<file path="config.mk">
export PLATFORM = sky130hd
export DESIGN_NAME = tick_scheduler
export DESIGN_NICKNAME = d
export VERILOG_FILES = /design/src/rtl/tick_scheduler.sv
export SDC_FILE = /design/constraint.sdc
export NUM_CORES = 1
export LEC_CHECK = 0
export CORE_MARGIN = 3
export CORE_UTILIZATION = 50
export CTS_BUF_LIST = sky130_fd_sc_hd__clkbuf_8
export CTS_CLUSTER_DIAMETER = 100
export DETAILED_ROUTE_END_ITERATION = 8
export MAX_ROUTING_LAYER = met4
export PLACE_DENSITY_LB_ADDON = 0.05
export SETUP_SLACK_MARGIN = 0.15
export SKIP_LAST_GASP = 1
export SLEW_MARGIN = 0
export SYNTH_ARGS = -nofsm -noshare
export SYNTH_HDL_FRONTEND = slang
export SYNTH_SLANG_ARGS = --single-unit
</file>
<file path="constraint.sdc">
create_clock -name clk -period 10.85 [get_ports clk]
set_input_delay 2.17 -clock clk [delete_from_list [all_inputs] [get_ports clk]]
set_output_delay 2.17 -clock clk [all_outputs]
set_load 0.02 [all_outputs]
</file>
<file path="src/rtl/tick_scheduler.sv">
// Multi-channel clock-enable scheduler: per-channel one-cycle ticks at programmable divisors,
// with shadowed divisor updates applied at period boundaries. Optional macro: TICK_SCHED_SYNC_EN.
module tick_scheduler #(
    parameter int N_CH    = 3,
    parameter int DIV_W   = 16,
    parameter int DEF_DIV = 2,
    localparam int CH_W   = (N_CH > 1) ? $clog2(N_CH) : 1
) (
    input  logic              clk,
    input  logic              rst,
    input  logic              cfg_valid,
    output logic              cfg_ready,
    input  logic [CH_W-1:0]   cfg_ch,
    input  logic [DIV_W-1:0]  cfg_div,
    input  logic [N_CH-1:0]   ch_en,
    input  logic              pause,
    output logic [N_CH-1:0]   tick,
    output logic [N_CH-1:0]   pending
`ifdef TICK_SCHED_SYNC_EN
    ,
    input  logic              sync
`endif
);

    typedef enum logic [1:0] {
        CH_OFF      = 2'd0,
        CH_RUN      = 2'd1,
        CH_RUN_PEND = 2'd2
    } ch_state_e;

    localparam logic [DIV_W-1:0] ONE_DIV = DIV_W'(1);
    localparam logic [DIV_W-1:0] DEF_VAL = DIV_W'(DEF_DIV);

    logic [DIV_W-1:0] cnt_q     [N_CH];
    logic [DIV_W-1:0] cnt_d     [N_CH];
    logic [DIV_W-1:0] div_act_q [N_CH];
    logic [DIV_W-1:0] div_act_d [N_CH];
    logic [DIV_W-1:0] div_shd_q [N_CH];
    logic [DIV_W-1:0] div_shd_d [N_CH];
    logic [N_CH-1:0]  pend_q;
    logic [N_CH-1:0]  pend_d;
    logic [N_CH-1:0]  tick_q;
    logic [N_CH-1:0]  tick_d;

    logic [N_CH-1:0]  sel_s;
    logic             accept_s;
    logic             sync_s;
    logic [DIV_W-1:0] cfg_div_s;
    ch_state_e        ch_state_s [N_CH];

`ifdef TICK_SCHED_SYNC_EN
    assign sync_s = sync;
`else
    assign sync_s = 1'b0;
`endif

    // Channel select, handshake and per-channel state decode.
    always_comb begin
        for (int i = 0; i < N_CH; i++) begin
            sel_s[i] = (cfg_ch == CH_W'(i));
            if (!ch_en[i]) begin
                ch_state_s[i] = CH_OFF;
            end else if (pend_q[i]) begin
                ch_state_s[i] = CH_RUN_PEND;
            end else begin
                ch_state_s[i] = CH_RUN;
            end
        end
        // An out-of-range channel matches no select bit, so it is always ready.
        cfg_ready = ~|(sel_s & pend_q);
        accept_s  = cfg_valid && cfg_ready;
        cfg_div_s = (cfg_div == {DIV_W{1'b0}}) ? ONE_DIV : cfg_div;
    end

    // Next-state logic for counters, divisors, pending flags and ticks.
    always_comb begin
        for (int i = 0; i < N_CH; i++) begin
            cnt_d[i]     = cnt_q[i];
            div_act_d[i] = div_act_q[i];
            div_shd_d[i] = div_shd_q[i];
            pend_d[i]    = pend_q[i];
            tick_d[i]    = 1'b0;

            if (sync_s) begin
                cnt_d[i] = {DIV_W{1'b0}};
                if (pend_q[i]) begin
                    div_act_d[i] = div_shd_q[i];
                    pend_d[i]    = 1'b0;
                end else begin
                    div_act_d[i] = div_act_q[i];
                end
            end else if (pause) begin
                tick_d[i] = 1'b0;
            end else begin
                case (ch_state_s[i])
                    CH_OFF: begin
                        // A disabled channel has no period to protect, so apply at once.
                        cnt_d[i] = {DIV_W{1'b0}};
                        if (pend_q[i]) begin
                            div_act_d[i] = div_shd_q[i];
                            pend_d[i]    = 1'b0;
                        end else begin
                            div_act_d[i] = div_act_q[i];
                        end
                    end
                    CH_RUN: begin
                        if (cnt_q[i] == div_act_q[i] - ONE_DIV) begin
                            cnt_d[i]  = {DIV_W{1'b0}};
                            tick_d[i] = 1'b1;
                        end else begin
                            cnt_d[i] = cnt_q[i] + ONE_DIV;
                        end
                    end
                    CH_RUN_PEND: begin
                        if (cnt_q[i] == div_act_q[i] - ONE_DIV) begin
                            cnt_d[i]     = {DIV_W{1'b0}};
                            tick_d[i]    = 1'b1;
                            div_act_d[i] = div_shd_q[i];
                            pend_d[i]    = 1'b0;
                        end else begin
                            cnt_d[i] = cnt_q[i] + ONE_DIV;
                        end
                    end
                    default: begin
                        cnt_d[i] = {DIV_W{1'b0}};
                    end
                endcase
            end

            // Only a non-pending channel can accept, so this never overwrites a queued divisor.
            if (accept_s && sel_s[i]) begin
                div_shd_d[i] = cfg_div_s;
                pend_d[i]    = 1'b1;
            end else begin
                div_shd_d[i] = div_shd_q[i];
            end
        end
    end

    // State registers with asynchronous reset.
    always_ff @(posedge clk or posedge rst) begin
        if (rst) begin
            for (int i = 0; i < N_CH; i++) begin
                cnt_q[i]     <= {DIV_W{1'b0}};
                div_act_q[i] <= DEF_VAL;
                div_shd_q[i] <= DEF_VAL;
            end
            pend_q <= {N_CH{1'b0}};
            tick_q <= {N_CH{1'b0}};
        end else begin
            for (int i = 0; i < N_CH; i++) begin
                cnt_q[i]     <= cnt_d[i];
                div_act_q[i] <= div_act_d[i];
                div_shd_q[i] <= div_shd_d[i];
            end
            pend_q <= pend_d;
            tick_q <= tick_d;
        end
    end

    assign tick    = tick_q;
    assign pending = pend_q;

endmodule

</file>
; Word level (Yosys, flattened, before mapping)
; Index checks and enable logic that the tools add are counted.
[totals]
word_cells = 113
ramBits = 0
out_inout_bits = 7
inputBits = 25
rom_bits = 0
regBits = 150
memories = 0
latchBits = 0
[op_classes]
multipliers = 0
mux = 43
bitwise_logic = 2
n_eq_ne = 23
n_reduce_logical = 26
n_div = 0
order_cmp = 0
shift = 0
add_sub_neg = 6
[ops]
columns = operator, n
row1 = $mux 16, 13
row2 = $pmux 16 s2, 3
row3 = $add 16x1->16 const B, 3
row4 = $eq 16x16->1, 3
row5 = $sub 16x1->16 const B, 3
row6 = $mux 1, 18
row7 = $logic_not 16->1, 1
row8 = $mux 2, 6
row9 = $ne 2x2->1 const B, 6
row10 = $reduce_and 4->1, 3
row11 = $ne 3x3->1 const B, 3
row12 = $reduce_and 3->1, 3
row13 = $reduce_bool 3->1, 3
row14 = $eq 2x1->1 const B, 4
row15 = $eq 2x2->1 const B, 4
row16 = $logic_not 2->1, 4
row17 = $ne 2x1->1 const B, 3
row18 = $pmux 1 s2, 3
row19 = $reduce_bool 2->1, 3
row20 = $reduce_or 2->1, 3
row21 = $logic_and 1x1->1, 4
row22 = $and 3x3->3, 1
row23 = $reduce_or 3->1, 1
row24 = $logic_not 1->1, 1
row25 = $not 1->1, 1

; Depth between registers and ports, before layout
[depth]
depth_word = 8
mapped_depth = 12

; Least setup slack after synthesis
; OpenSTA, ideal clock, no wires.
[synth_path]
kind = input to output
startpoint = in cfg_ch[0]
endpoint = out cfg_ready
stages = 3
t_required_ns = 8.680
n_path_buf = 0
arrival_time_ns = 2.746
path_slack_ns = 5.934
path_cell_list = mux2i_1 > nor2_1 > a31oi_1
[synth_via]
elab_chain_cells = 4
elab_cells_between_ends = 6
classes_between = eq/ne: 2 / bitwise: 1 / reduce/logical: 3
[synth_rtl]
columns = item, line
row1 = "start, declared", 13  ; input logic [CH_W-1:0] cfg_ch,
row2 = "$eq 2x1->1, or another cell as far along", 60  ; sel_s[i] = (cfg_ch == CH_W'(i));
row3 = $and 3x3->3 *, 70  ; cfg_ready = ~|(sel_s & pend_q);
row4 = $reduce_or 3->1 *, 70
row5 = $logic_not 1->1 *, 70
row6 = "end, declared", 12  ; output logic cfg_ready,
; Every way passes the cells marked *; elsewhere a longest branch is shown, timed or not.

; Worst setup path in the final report
; Same ends and word-level chain as after synthesis.

==> impl_metrics.prom <==
# TYPE chip_impl_metric gauge
chip_impl_info{name="outcome",value="completed"} 1
chip_impl_metric{name="regToRegSetupSlack",unit="ps"} 6710
chip_impl_metric{name="die_height",unit="µm"} 145
chip_impl_metric{name="syn_area",unit="µm²"} 9660
chip_impl_info{name="cp_launch_type",value="input pin"} 1
chip_impl_metric{name="netlist.area_leader.share",unit="%"} 37.3
chip_impl_metric{name="synth_warnings",unit=""} 0
chip_impl_metric{name="timing.critical_path.depth",unit=""} 5
chip_impl_metric{name="drive_above_1_share",unit="%"} 10.9
chip_impl_info{name="most_used_flip_flop_cell_after_synthesis",value="sky130_fd_sc_hd__dfrtp_1"} 1
chip_impl_metric{name="synth.avg_cell_area",unit="µm²"} 8.85
chip_impl_metric{name="critPathRequiredTime",unit="ps"} 8680
chip_impl_metric{name="gr-usage-met1",unit="%"} 36.6
chip_impl_metric{name="postRouteAntennaNets",unit=""} 0
chip_impl_info{name="tritoncts",value="done"} 1
chip_impl_metric{name="placer_congestion",unit=""} 0.906
chip_impl_info{name="synth_commonest_cells",value="144 x sky130_fd_sc_hd__dfrtp_1, 122 x sky130_fd_sc_hd__nand2_1, 82 x sky130_fd_sc_hd__clkbuf_1"} 1
chip_impl_metric{name="routed_via_density",unit=""} 6.18
chip_impl_metric{name="gr-total-overflow",unit=""} 0
chip_impl_metric{name="max_cap_violations",unit=""} 0
chip_impl_info{name="grt.busiest_layer",value="met1"} 1
chip_impl_metric{name="grt_pass1_vias",unit=""} 7463
chip_impl_metric{name="cp.arrival",unit="ps"} 3800
chip_impl_metric{name="finalSetupTns",unit="ps"} 0
chip_impl_metric{name="synth_async_sr_flop_share",unit="%"} 100
chip_impl_metric{name="syn2layout_area_growth",unit="%"} 7.77
chip_impl_metric{name="power_density",unit="nW/µm²"} 225
chip_impl_info{name="critPathTopFamily",value="buffers and inverters"} 1
chip_impl_metric{name="placementRows",unit=""} 50
chip_impl_metric{name="yosys_register_bits",unit=""} 150
chip_impl_metric{name="total_leakage_power",unit="nW"} 3.97
chip_impl_metric{name="number_of_flops_mapped_to_enable_cells_by_yosys",unit=""} 0
chip_impl_info{name="hold_path.class",value="reg -> reg"} 1
chip_impl_metric{name="floorplan_die_area",unit="µm²"} 21000
chip_impl_metric{name="grt_max_degree",unit=""} 93
chip_impl_metric{name="nFillCells",unit=""} 1709
chip_impl_metric{name="portBuffers",unit=""} 31
chip_impl_metric{name="seq_area_frac_synth",unit="%"} 38.9
chip_impl_metric{name="grt_pass1_wl",unit="mm"} 40.1
chip_impl_info{name="rsz0062_at_grt",value="no"} 1
chip_impl_metric{name="final_min_period_over_clock_period",unit="%"} 55.0
chip_impl_metric{name="setup_ws",unit="ps"} 4880
chip_impl_metric{name="timing.final.crit_period",unit="ps"} 5970
chip_impl_metric{name="initial_utilization",unit="%"} 51.3
chip_impl_metric{name="clock_path_buffers",unit=""} 2
chip_impl_metric{name="final_hold_fails",unit=""} 0
chip_impl_metric{name="antenna_cells_inserted",unit=""} 0
chip_impl_metric{name="route.detailed.drc",unit=""} 0
chip_impl_metric{name="drt_first_iter_violations",unit=""} 688
chip_impl_info{name="yosysTopAreaCell",value="sky130_fd_sc_hd__dfrtp_1"} 1
chip_impl_metric{name="pre_cts_ws",unit="ps"} 4880
chip_impl_info{name="synth_top_cells_by_area",value="sky130_fd_sc_hd__dfrtp_1 37%, sky130_fd_sc_hd__nand2_1 4.7%, sky130_fd_sc_hd__mux2_2 3.8%"} 1
chip_impl_metric{name="place_hpwl",unit="mm"} 16.4
chip_impl_metric{name="achievable-frequency",unit="MHz"} 168
chip_impl_metric{name="core_region_area",unit="µm²"} 18800
chip_impl_metric{name="path_buf_inv",unit=""} 2
chip_impl_metric{name="finish.net_count",unit=""} 1090
chip_impl_metric{name="maximum_vdd_drop",unit="mV"} 0.151
chip_impl_metric{name="cts_clk_pin_slew_worst_paths",unit="ps"} 80
chip_impl_info{name="critical_path_source",value="cfg_ch[0]"} 1
chip_impl_metric{name="timing_worst_slew_pin_value",unit="ps"} 1180
chip_impl_info{name="cts_root_buffer",value="sky130_fd_sc_hd__clkbuf_8"} 1
chip_impl_metric{name="post_cts_hold_buffer_count",unit=""} 0
chip_impl_metric{name="timing.final.max_slew_violations",unit=""} 0
chip_impl_metric{name="ioPinCount",unit=""} 32
chip_impl_metric{name="cts_htree_levels",unit=""} 4
chip_impl_metric{name="grt.total_usage",unit="%"} 23.7
chip_impl_metric{name="cts_buffers",unit=""} 17
chip_impl_metric{name="gr-usage-met3",unit="%"} 3.84
chip_impl_info{name="worstPathCellList",value="clkdlybuf4s50_1 > mux2i_1 > nor2_1 > a31oi_1 > clkdlybuf4s50_1"} 1
chip_impl_metric{name="critical_path_peak_fanout",unit=""} 4
chip_impl_metric{name="post_cts_resize_count",unit=""} 0
chip_impl_metric{name="max_slew_margin",unit="%"} 21.7
chip_impl_metric{name="final.setup_skew",unit="ps"} 15.2
chip_impl_metric{name="critical-path-max-stage-delay",unit="ps"} 620
chip_impl_info{name="critical_path_class",value="in -> out"} 1
chip_impl_metric{name="dieWidth",unit="µm"} 145
chip_impl_metric{name="routed_wire_length_per_instance",unit="µm"} 18.2
chip_impl_metric{name="reg2reg_depth",unit=""} 9
chip_impl_metric{name="grt_util_met2",unit="%"} 32.7
chip_impl_info{name="r2r_end",value="div_act_q[4]"} 1
chip_impl_metric{name="worst_skew_pair_later_pin_latency",unit="ps"} 470
chip_impl_metric{name="final_setup_fails",unit=""} 0
chip_impl_metric{name="synth.lib_cells_used.distinct",unit=""} 68
chip_impl_info{name="crit-reg2reg-launch",value="div_act_q[0]"} 1
chip_impl_info{name="crit_top_cell",value="sky130_fd_sc_hd__clkdlybuf4s50_1"} 1
chip_impl_info{name="critical-path-slowest-cell",value="sky130_fd_sc_hd__clkdlybuf4s50_1"} 1
chip_impl_metric{name="route.final.wire_length",unit="mm"} 24.2
chip_impl_metric{name="vias",unit=""} 8216
chip_impl_metric{name="instance_count_of_the_mapped_netlist",unit=""} 1091
chip_impl_metric{name="antenna_found_initial",unit=""} 0
chip_impl_metric{name="cts_setup_buffers",unit=""} 0
chip_impl_info{name="yosys.cell_count.top_type",value="sky130_fd_sc_hd__dfrtp_1"} 1
chip_impl_metric{name="number_of_iterations_in_the_first_detailed_routing_pass",unit=""} 5
chip_impl_info{name="critPathCaptureType",value="output port"} 1
chip_impl_info{name="cp-endpoint",value="cfg_ready"} 1
chip_impl_metric{name="synthesis.nets",unit=""} 1125
chip_impl_metric{name="clkSinkCount",unit=""} 150
[how the worst min path moves through the flow]
stage | from | to | slack, ps | depth (start not counted)
floorplan | div_shd_q[1] | div_shd_q[1] | 480 | 2
global placement | div_shd_q[47] | div_shd_q[47] | 510 | 1
detailed placement | div_shd_q[43] | div_shd_q[43] | 510 | 1
CTS | div_shd_q[43] | div_shd_q[43] | 530 | 1
global route | div_shd_q[42] | div_shd_q[42] | 550 | 1
finish | div_shd_q[47] | div_shd_q[47] | 530 | 1
[report_power, final]
part / switching, W / internal (W)
combinational: 0.000482 / 0.000421
sequential: 0.000265 / 0.000758
clock: 0.000246 / 0.000175
total: 0.000992 / 0.00135
[kinds of logic after synthesis]
| family | count (synthesis) | share of synthesized area [%] |
|---|---|---|
| simple gates | 443 | 25.3 |
| compound gates | 242 | 18.0 |
| flops | 150 | 38.9 |
| buf+inv | 134 | 5.39 |
| xor+xnor | 65 | 5.89 |
| mux | 48 | 5.40 |
| fa+ha+maj | 9 | 1.17 |
[sequential cells by signal, summed over array words and instances (netlist names)]
register   flops
cnt_q         48
div_act_q     48
div_shd_q     48
pending        3
tick           3
[per-stage QoR]
stage | hold slack (ps) | cell area [µm²] | cells | utilization, % | power (W)
after floorplan | 476 | 9660 | 1091 | - | 0.00170
after global placement | 507 | 10000 | 1297 | 53.3 | 0.00191
after detailed placement | 512 | 10000 | 1297 | 53.3 | 0.00193
after CTS | 531 | 10400 | 1329 | 55.3 | 0.00236
after global routing | 549 | 10400 | 1329 | 55.3 | 0.00253
final | 532 | 10400 | 1329 | 55.3 | 0.00235
[final cells by class]
type	count	area (µm²)	area share (%)
clock buffer	18	248	2.38
clock inverter	14	130	1.25
timing repair buffer	42	388	3.73
sequential	150	3760	36.1
multi-input combinational	807	5410	52.0
inverter	38	148	1.42
tap	260	325	3.12
[per-layer routing]
metal / wire length [µm] / vias up
met5: 0 / -
met4: 224 / 0
met3: 1150 / 20
met2: 10300 / 195
met1: 12500 / 4004
li1: - / 3997
[layout by cell type (no fill, tap or decap), types with 16 or more instances in the layout]
| master | Yosys | layout |
|---|---|---|
| sky130_fd_sc_hd__o2111ai_1 | 16 | 16 |
| sky130_fd_sc_hd__xor2_1 | 23 | 23 |
| sky130_fd_sc_hd__nand4b_1 | 21 | 21 |
| sky130_fd_sc_hd__nand2_1 | 122 | 122 |
| sky130_fd_sc_hd__a31o_1 | 16 | 16 |
| sky130_fd_sc_hd__dfrtp_1 | 144 | 144 |
| sky130_fd_sc_hd__a21oi_1 | 38 | 38 |
| sky130_fd_sc_hd__nor4_1 | 16 | 16 |
| sky130_fd_sc_hd__nand4_1 | 32 | 32 |
| sky130_fd_sc_hd__o311ai_1 | 22 | 22 |
| sky130_fd_sc_hd__clkdlybuf4s50_1 | 0 | 30 |
| sky130_fd_sc_hd__mux2_2 | 33 | 33 |
| sky130_fd_sc_hd__clkbuf_8 | 0 | 18 |
| sky130_fd_sc_hd__nor3b_1 | 16 | 16 |
| sky130_fd_sc_hd__inv_1 | 38 | 37 |
| sky130_fd_sc_hd__nand3_1 | 56 | 56 |
| sky130_fd_sc_hd__nor2_1 | 34 | 33 |
| sky130_fd_sc_hd__and3_1 | 28 | 28 |
| sky130_fd_sc_hd__o21ai_0 | 40 | 40 |
| sky130_fd_sc_hd__nor3_1 | 34 | 34 |
| sky130_fd_sc_hd__o211ai_1 | 33 | 33 |
| sky130_fd_sc_hd__xnor2_1 | 42 | 42 |
(Power assumes the default switching activity.)
